--- config.mk ---
export PLATFORM = sky130hd
export DESIGN_NAME = enc_block_sequencer_flat
export DESIGN_NICKNAME = d
export VERILOG_FILES = /design/src/rtl/enc_block_sequencer_if.sv /design/src/rtl/enc_block_sequencer.sv /design/src/flat_wrapper.sv
export SDC_FILE = /design/constraint.sdc
export NUM_CORES = 1
export LEC_CHECK = 0
export ABC_AREA = 1
export ABC_CLOCK_PERIOD_IN_PS = 2800
export CORE_MARGIN = 4
export CORE_UTILIZATION = 30
export DETAILED_ROUTE_END_ITERATION = 12
export PLACE_DENSITY = 0.56
export SYNTH_ARGS = -nofsm -noshare
export SYNTH_HDL_FRONTEND = slang
export SYNTH_SLANG_ARGS = --single-unit
--- constraint.sdc ---
create_clock -name clk -period 2.8 [get_ports clk]
set_input_delay 0.56 -clock clk [delete_from_list [all_inputs] [get_ports clk]]
set_output_delay 0.56 -clock clk [all_outputs]
set_load 0.005 [all_outputs]
--- src/rtl/enc_block_sequencer_if.sv ---
// Handshake bundle between the input buffer / encoder core and enc_block_sequencer.
// The abort signal exists only when ENC_SEQ_ABORT_EN is defined.
interface enc_block_sequencer_if;
  logic start;
  logic mode;
  logic in_valid;
`ifdef ENC_SEQ_ABORT_EN
  logic abort;
`endif
  logic ready;
  logic in_rd;
  logic enc_en;
  logic switch;
  logic term_sel;
  logic out_valid;
  logic busy;
  logic done;

`ifdef ENC_SEQ_ABORT_EN
  modport master (
    output start, mode, in_valid, abort,
    input  ready, in_rd, enc_en, switch, term_sel, out_valid, busy, done
  );
  modport slave (
    input  start, mode, in_valid, abort,
    output ready, in_rd, enc_en, switch, term_sel, out_valid, busy, done
  );
`else
  modport master (
    output start, mode, in_valid,
    input  ready, in_rd, enc_en, switch, term_sel, out_valid, busy, done
  );
  modport slave (
    input  start, mode, in_valid,
    output ready, in_rd, enc_en, switch, term_sel, out_valid, busy, done
  );
`endif
endinterface

--- src/rtl/enc_block_sequencer.sv ---
// Channel-encoder block sequencer: data beats, trellis tail, pipeline flush, done pulse.
// Optional abort input is compiled in when ENC_SEQ_ABORT_EN is defined.
module enc_block_sequencer #(
  parameter int unsigned LEN_SHORT = 132,
  parameter int unsigned LEN_LONG  = 768,
  parameter int unsigned TAIL_LEN  = 4,
  parameter int unsigned PIPE_LAT  = 5,
  parameter int unsigned CNT_W     = 13
) (
  input  logic                 clk,
  input  logic                 clr,
  enc_block_sequencer_if.slave bus
);

  typedef enum logic [1:0] {
    IDLE  = 2'd0,
    DATA  = 2'd1,
    TAIL  = 2'd2,
    FLUSH = 2'd3
  } state_t;

  localparam logic [CNT_W-1:0]    LAST_SHORT = CNT_W'(LEN_SHORT - 1);
  localparam logic [CNT_W-1:0]    LAST_LONG  = CNT_W'(LEN_LONG - 1);
  localparam logic [CNT_W-1:0]    LAST_TAIL  = CNT_W'(TAIL_LEN - 1);
  // Shift-register pattern holding only the final outstanding beat.
  localparam logic [PIPE_LAT-1:0] VSR_LAST   = PIPE_LAT'(1) << (PIPE_LAT - 1);

  state_t              state;
  logic [CNT_W-1:0]    count;
  logic                len_sel;
  logic [PIPE_LAT-1:0] vsr;

  logic                abort_req;
  logic [CNT_W-1:0]    len_last;
  logic                beat_rd;
  logic                last_beat;
  logic                enc_adv;
  logic                flush_done;

`ifdef ENC_SEQ_ABORT_EN
  assign abort_req = bus.abort && (state != IDLE);
`else
  assign abort_req = 1'b0;
`endif

  assign len_last   = len_sel ? LAST_SHORT : LAST_LONG;
  assign beat_rd    = (state == DATA) && bus.in_valid && !abort_req;
  assign last_beat  = beat_rd && (count == len_last);
  assign enc_adv    = (beat_rd || (state == TAIL)) && !abort_req;
  assign flush_done = (state == FLUSH) && (vsr == VSR_LAST) && !abort_req;

  assign bus.ready     = (state == IDLE);
  assign bus.busy      = (state != IDLE);
  assign bus.in_rd     = beat_rd;
  assign bus.enc_en    = enc_adv;
  assign bus.switch    = last_beat;
  assign bus.term_sel  = (state == TAIL);
  assign bus.out_valid = vsr[PIPE_LAT-1];
  assign bus.done      = flush_done;

  always_ff @(posedge clk or posedge clr) begin
    if (clr) begin
      state   <= IDLE;
      count   <= '0;
      len_sel <= 1'b0;
      vsr     <= '0;
    end else begin
      // Truncating cast drops the oldest bit; also valid when PIPE_LAT is 1.
      if (abort_req) vsr <= '0;
      else           vsr <= PIPE_LAT'({vsr, enc_adv});

      if (abort_req) begin
        state <= IDLE;
        count <= '0;
      end else begin
        case (state)
          IDLE: begin
            if (bus.start) begin
              len_sel <= bus.mode;
              count   <= '0;
              state   <= DATA;
            end
          end
          DATA: begin
            if (last_beat) begin
              count <= '0;
              state <= TAIL;
            end else if (beat_rd) begin
              count <= count + 1'b1;
            end
          end
          TAIL: begin
            if (count == LAST_TAIL) begin
              count <= '0;
              state <= FLUSH;
            end else begin
              count <= count + 1'b1;
            end
          end
          FLUSH: begin
            if (flush_done) state <= IDLE;
          end
          default: state <= IDLE;
        endcase
      end
    end
  end

endmodule

--- src/flat_wrapper.sv ---
// flat-port wrapper written by rule: the top's interface ports become plain ports
module enc_block_sequencer_flat 
#(
  parameter int unsigned LEN_SHORT = 132,
  parameter int unsigned LEN_LONG  = 768,
  parameter int unsigned TAIL_LEN  = 4,
  parameter int unsigned PIPE_LAT  = 5,
  parameter int unsigned CNT_W     = 13
)
  (clk, clr, bus_start, bus_mode, bus_in_valid, bus_ready, bus_in_rd, bus_enc_en, bus_switch, bus_term_sel, bus_out_valid, bus_busy, bus_done);
  enc_block_sequencer_if bus_i ();
  input  logic clk;
  input  logic clr;
  input wire logic [$bits(bus_i.start)-1:0] bus_start;
  input wire logic [$bits(bus_i.mode)-1:0] bus_mode;
  input wire logic [$bits(bus_i.in_valid)-1:0] bus_in_valid;
  output wire logic [$bits(bus_i.ready)-1:0] bus_ready;
  output wire logic [$bits(bus_i.in_rd)-1:0] bus_in_rd;
  output wire logic [$bits(bus_i.enc_en)-1:0] bus_enc_en;
  output wire logic [$bits(bus_i.switch)-1:0] bus_switch;
  output wire logic [$bits(bus_i.term_sel)-1:0] bus_term_sel;
  output wire logic [$bits(bus_i.out_valid)-1:0] bus_out_valid;
  output wire logic [$bits(bus_i.busy)-1:0] bus_busy;
  output wire logic [$bits(bus_i.done)-1:0] bus_done;
  assign bus_i.start = bus_start;
  assign bus_i.mode = bus_mode;
  assign bus_i.in_valid = bus_in_valid;
  assign bus_ready = bus_i.ready;
  assign bus_in_rd = bus_i.in_rd;
  assign bus_enc_en = bus_i.enc_en;
  assign bus_switch = bus_i.switch;
  assign bus_term_sel = bus_i.term_sel;
  assign bus_out_valid = bus_i.out_valid;
  assign bus_busy = bus_i.busy;
  assign bus_done = bus_i.done;
  enc_block_sequencer #(.LEN_SHORT(LEN_SHORT), .LEN_LONG(LEN_LONG), .TAIL_LEN(TAIL_LEN), .PIPE_LAT(PIPE_LAT), .CNT_W(CNT_W)) u_core (.clk(clk), .clr(clr), .bus(bus_i));
endmodule
; After elaboration in Yosys (flattened, before gate mapping)
; Index checks and enable logic that the tools add are counted.
[word_totals]
mem_count = 0
latch_bits = 0
elab_cells = 37
mem_bits_rw = 0
reg_bits = 21
rom_bits = 0
[classes]
reduce_logical = 10
bitwise = 0
n_mux = 11
addsub = 1
div = 0
multipliers = 0
shifts = 0
n_eq_ne = 11
order_cmp = 0
[op_table]
columns = op, count
row1 = $mux 13, 4
row2 = $pmux 13 s3, 1
row3 = $add 13x1->13 const B, 1
row4 = $eq 13x13->1, 1
row5 = $eq 13x2->1 const B, 1
row6 = $mux 10, 1
row7 = $mux 2, 4
row8 = $pmux 2 s4, 1
row9 = $ne 2x2->1 const B, 3
row10 = $eq 5x5->1 const B, 1
row11 = $eq 2x2->1 const B, 2
row12 = $reduce_and 4->1, 1
row13 = $logic_and 1x1->1, 3
row14 = $ne 3x2->1 const B, 1
row15 = $reduce_and 3->1, 1
row16 = $reduce_bool 3->1, 1
row17 = $eq 2x1->1 const B, 1
row18 = $logic_not 2->1, 1
row19 = $ne 2x1->1 const B, 1
row20 = $reduce_and 2->1, 1
row21 = $reduce_bool 2->1, 1
row22 = $logic_or 1x1->1, 1

; Depth between registers and ports, before layout
[logic_depth]
word_depth = 5
depth_mapped = 11
depth_no_buf = 9

; Worst setup path after synthesis
; Ideal clock, no wire load.
[synth_timing]
path_type = reg2out
start = reg u_core.state[1]
end = out bus_switch
arrival_ns = 1.113
stages_incl_launch_ff = 7
required_ns = 2.240
path_buffers = 0
path_slack_ns = 1.127
cell_sequence = dfrtp_1 inv_1 ha_1 nand4_1 nor2_1 nand3_2 inv_1
[synth_via]
elab_chain_cells = 3
[synth_rtl]
columns = element, line
row1 = "start, declared", enc_block_sequencer.sv:28  ; state_t state;
row2 = "start signal, assigned", enc_block_sequencer.sv:63  ; state <= IDLE;
row3 = "start signal, assigned", enc_block_sequencer.sv:73  ; state <= IDLE;
row4 = "start signal, assigned", enc_block_sequencer.sv:81  ; state <= DATA;
row5 = $eq 2x1->1, enc_block_sequencer.sv:47  ; assign beat_rd = (state == DATA) && bus.in_valid && !abort_req;
row6 = $logic_and 1x1->1, enc_block_sequencer.sv:47
row7 = $logic_and 1x1->1, enc_block_sequencer.sv:48  ; assign last_beat = beat_rd && (count == len_last);
row8 = "end, declared", flat_wrapper.sv:20  ; output wire logic [$bits(bus_i.switch)-1:0] bus_switch;
; Every way passes these cells.

; Worst setup path after layout
[layout_timing]
start = in bus_in_valid
end = out bus_switch
[layout_via]
elab_chain_cells = 2
[layout_rtl]
columns = element, line
row1 = "start, declared", flat_wrapper.sv:16  ; input wire logic [$bits(bus_i.in_valid)-1:0] bus_in_valid;
row2 = $logic_and 1x1->1, enc_block_sequencer.sv:47
row3 = $logic_and 1x1->1, enc_block_sequencer.sv:48
; Every way passes these cells.

==> run_results.csv <==
group,metric,value,unit
run_status,status,"complete, no violations",
final_layout,area_delta_synth_final,15.65,%
floorplanning,die-area,0.005791,mm2
critical_path,end_kind,"output port",
synthesis,ys_ff_latch,21,
critical_path,slowest_stage,"clkdlybuf4s50_1",
critical_path,reg2reg_to,"u_core.count[8]",
job,maxCapViolations,0,
power,irDropWorstVdd,0.0004113,V
critical_path,cpPeakStageDelay,520,ps
placed_design,hpwlAfterDp,2171,um
global_routing,grt_pass1_wl,5002,um
placed_design,gp_congestion,0.7622,
cts,cts_resized,0,
synthesis,netlist_area,0.001391,mm2
critical_path,crit_family,"buffers and inverters",
floorplanning,die_w,76.10,um
power,p_leak,0.7992,nW
synthesis,synth_top_flop_cell,"dfrtp_1",
critical_path,r2r_start,"u_core.state[0]",
cts,holdBufCountCts,0,
cts,cts_tree,"yes",
sta,max_slew_margin,49.47,%
synthesis,synth_edf_count,0,
sta,min_period,2547,ps
sta,finalSetupTns,0,ps
critical_path,path_max_fanout,3,
critical_path,path_common_cell,"clkdlybuf4s50_1",
critical_path,crit_chain,"clkdlybuf4s50_1 -> nand4_1 -> nor2_1 -> nand3_2 -> inv_1 -> clkdlybuf4s50_1",
synthesis,yosysWarnings,0,
final_layout,drive_gt1_share,14.57,%
synthesis,synth_top_area_share,37.77,%
synthesis,synthArstFlopShare,100.0,%
route,vias,1141,
cts,cts_buffers,3,
final_layout,multi_input_area,740.7,um2
critical_path,path_class,"in2out",
global_routing,grt_max_degree,22,
global_routing,grt_pass1_vias,1035,
final_layout,final_net_count,210,
placed_design,dp.cells,247,
synthesis,synth_top_cell_by_area,"dfrtp_1",
synthesis,postSynthAreaPerCell,7.521,um2
critical_path,required,2240,ps
cts,clockBufferDepth,2,
synthesis,synth_top_cells_by_area,"dfrtp_1 38%, nand2_1 16%, nand3_2 7.9%",
worst_hold_path,hold_class,"reg2reg",
floorplanning,core_area,0.004414,mm2
cts,path_clk_slew,80,ps
route,drc,0,
route,drtAntennaViolNets,0,
sta,finalMaxSlewViolations,0,
synthesis,synthAdderAreaFrac,4.496,%
critical_path,crit_cells,6,
global_routing,grt_remaining_overflow,0,
critical_path,critPathLaunch,"bus_in_valid",
final_layout,fillers,469,
final_layout,stdcell_count,251,
sta,rsz0062_at_grt,"no",
sta,holdWs,380.6,ps
route,wire_per_inst,11.62,um
worst_hold_path,hold_depth,0,
sta,worst_pin_slew,757.1,ps
route,avgViaCountPerCell,4.546,
critical_path,start_kind,"input port",
power,power.density,763.1,mW/mm2
floorplanning,initial_core_util,31.52,%
synthesis,ys_types,25,
cts,worstSkewPairLatency,260,ps
sta,finalSetupViolCount,0,
cts,cts.sinks,21,
cts,post_cts_buffers,0,
synthesis,synth_compound_area_share,2.248,%
global_routing,grt_antenna_before_repair,0,
critical_path,worstRegToRegCells,9,
critical_path,r2r_slack,880,ps
route,first_iter_violations,60,
critical_path,worst-endpoint-arrival,1990,ps
synthesis,synthMuxAreaShare,0,%
global_routing,grtUsageTotal,10.58,%
final_layout,register_area,525.5,um2
synthesis,synth_top_family_by_area,"simple AND/OR/NAND/NOR gates",
floorplanning,die_y,76.10,um
placed_design,port_buffers,12,
sta,period_share,90.97,%
final_layout,diodes,0,
synthesis,syn_inst,185,
synthesis,yosysMostFrequentCell,"nand2_1",
synthesis,synth_nets,195,
floorplanning,num_rows,24,
sta,report.final.hold_viol_count,0,
synthesis,synthTopCellsByCount,"58 x nand2_1, 21 x dfrtp_1, 21 x nor2_1, 18 x inv_1, 12 x nand3_1",
synthesis,synthXorXnorAreaFrac,4.406,%
route,wl,2916,um
cts,htree_levels,1,
critical_path,setup.worst_path.end,"bus_switch",
synthesis,yosysSeqAreaShare,37.77,%
cts,clockRootBuffer,"clkbuf_8",
sta,fmax,392.6,MHz
floorplanning,boundaryPins,13,
critical_path,cp_num_buf_inv,3,
route,drt-pass1-iter-count,4,
synthesis,yosys.area_share.simple,42.09,%
sta,fin_skew,1.076,ps
routing by layer:
layer  share of wire (%)  track usage, %  up-vias  wire (um)
li1                    -               -      606          -
met1                  51           15.35      523       1486
met2                  45           15.15       10       1303
met3                 3.1           2.955        2         91
met4                 1.2           3.147        0         36
met5                   0               0        -          0
flip-flops by register name, indices dropped and copies added (netlist names):
name and flops:
u_core.state 2, u_core.vsr 5, u_core.len_sel 1, u_core.count 13
cell type report:
class | count | area share (%)
inverters | 26 | 6.065
well taps | 52 | 4.044
clock buffers | 4 | 2.799
flip-flops and latches | 21 | 32.66
multi-input cells | 134 | 46.03
repair buffers | 14 | 8.398
cells by family after synthesis:
family / Yosys count
adders and majority gates: 5
buffers and inverters: 30
xor gates and xnor gates: 7
and+or+nand+nor: 117
DFF: 21
AOI/OAI and AO/OA: 5
cells in the final DEF (no fill, tap or decap), types with 3 or more instances in the layout:
| cell type | count |
|---|---|
| nand4_1 | 7 |
| clkdlybuf4s50_1 | 12 |
| inv_2 | 4 |
| ha_1 | 5 |
| nand3_1 | 12 |
| inv_1 | 18 |
| dfrtp_1 | 21 |
| nand3_2 | 11 |
| clkbuf_8 | 3 |
| nand2_1 | 58 |
| xor2_1 | 6 |
| nor2_1 | 21 |
| clkinv_1 | 4 |
worst min path at each step:
stage	start	to
after floorplan	u_core.vsr[1]	u_core.vsr[2]
after global placement	u_core.vsr[1]	u_core.vsr[2]
after detailed placement	u_core.vsr[2]	u_core.vsr[3]
after CTS	u_core.vsr[2]	u_core.vsr[3]
after global routing	u_core.vsr[3]	u_core.vsr[4]
final	u_core.vsr[2]	u_core.vsr[3]
stage by stage:
step                      setup slack, ps  cell area, um2   power, W  util (%)
after CTS                           243.0            1609   0.001247     36.45
after global routing                79.60            1609   0.001336     36.45
after floorplan                      1127            1391  0.0008554         -
final                               252.9            1609   0.001228     36.45
after detailed placement            246.1            1564   0.001040     35.43
after global placement              258.9            1564   0.001039     35.43
report_power, final:
part | internal, W | total, W | switching [W]
registers | 0.000367 | 0.000411 | 0.0000438
logic | 0.000223 | 0.000612 | 0.000389
clock network | 0.000102 | 0.000204 | 0.000103
total | 0.000692 | 0.00123 | 0.000536
No activity file was read; power rests on OpenSTA's default activity.
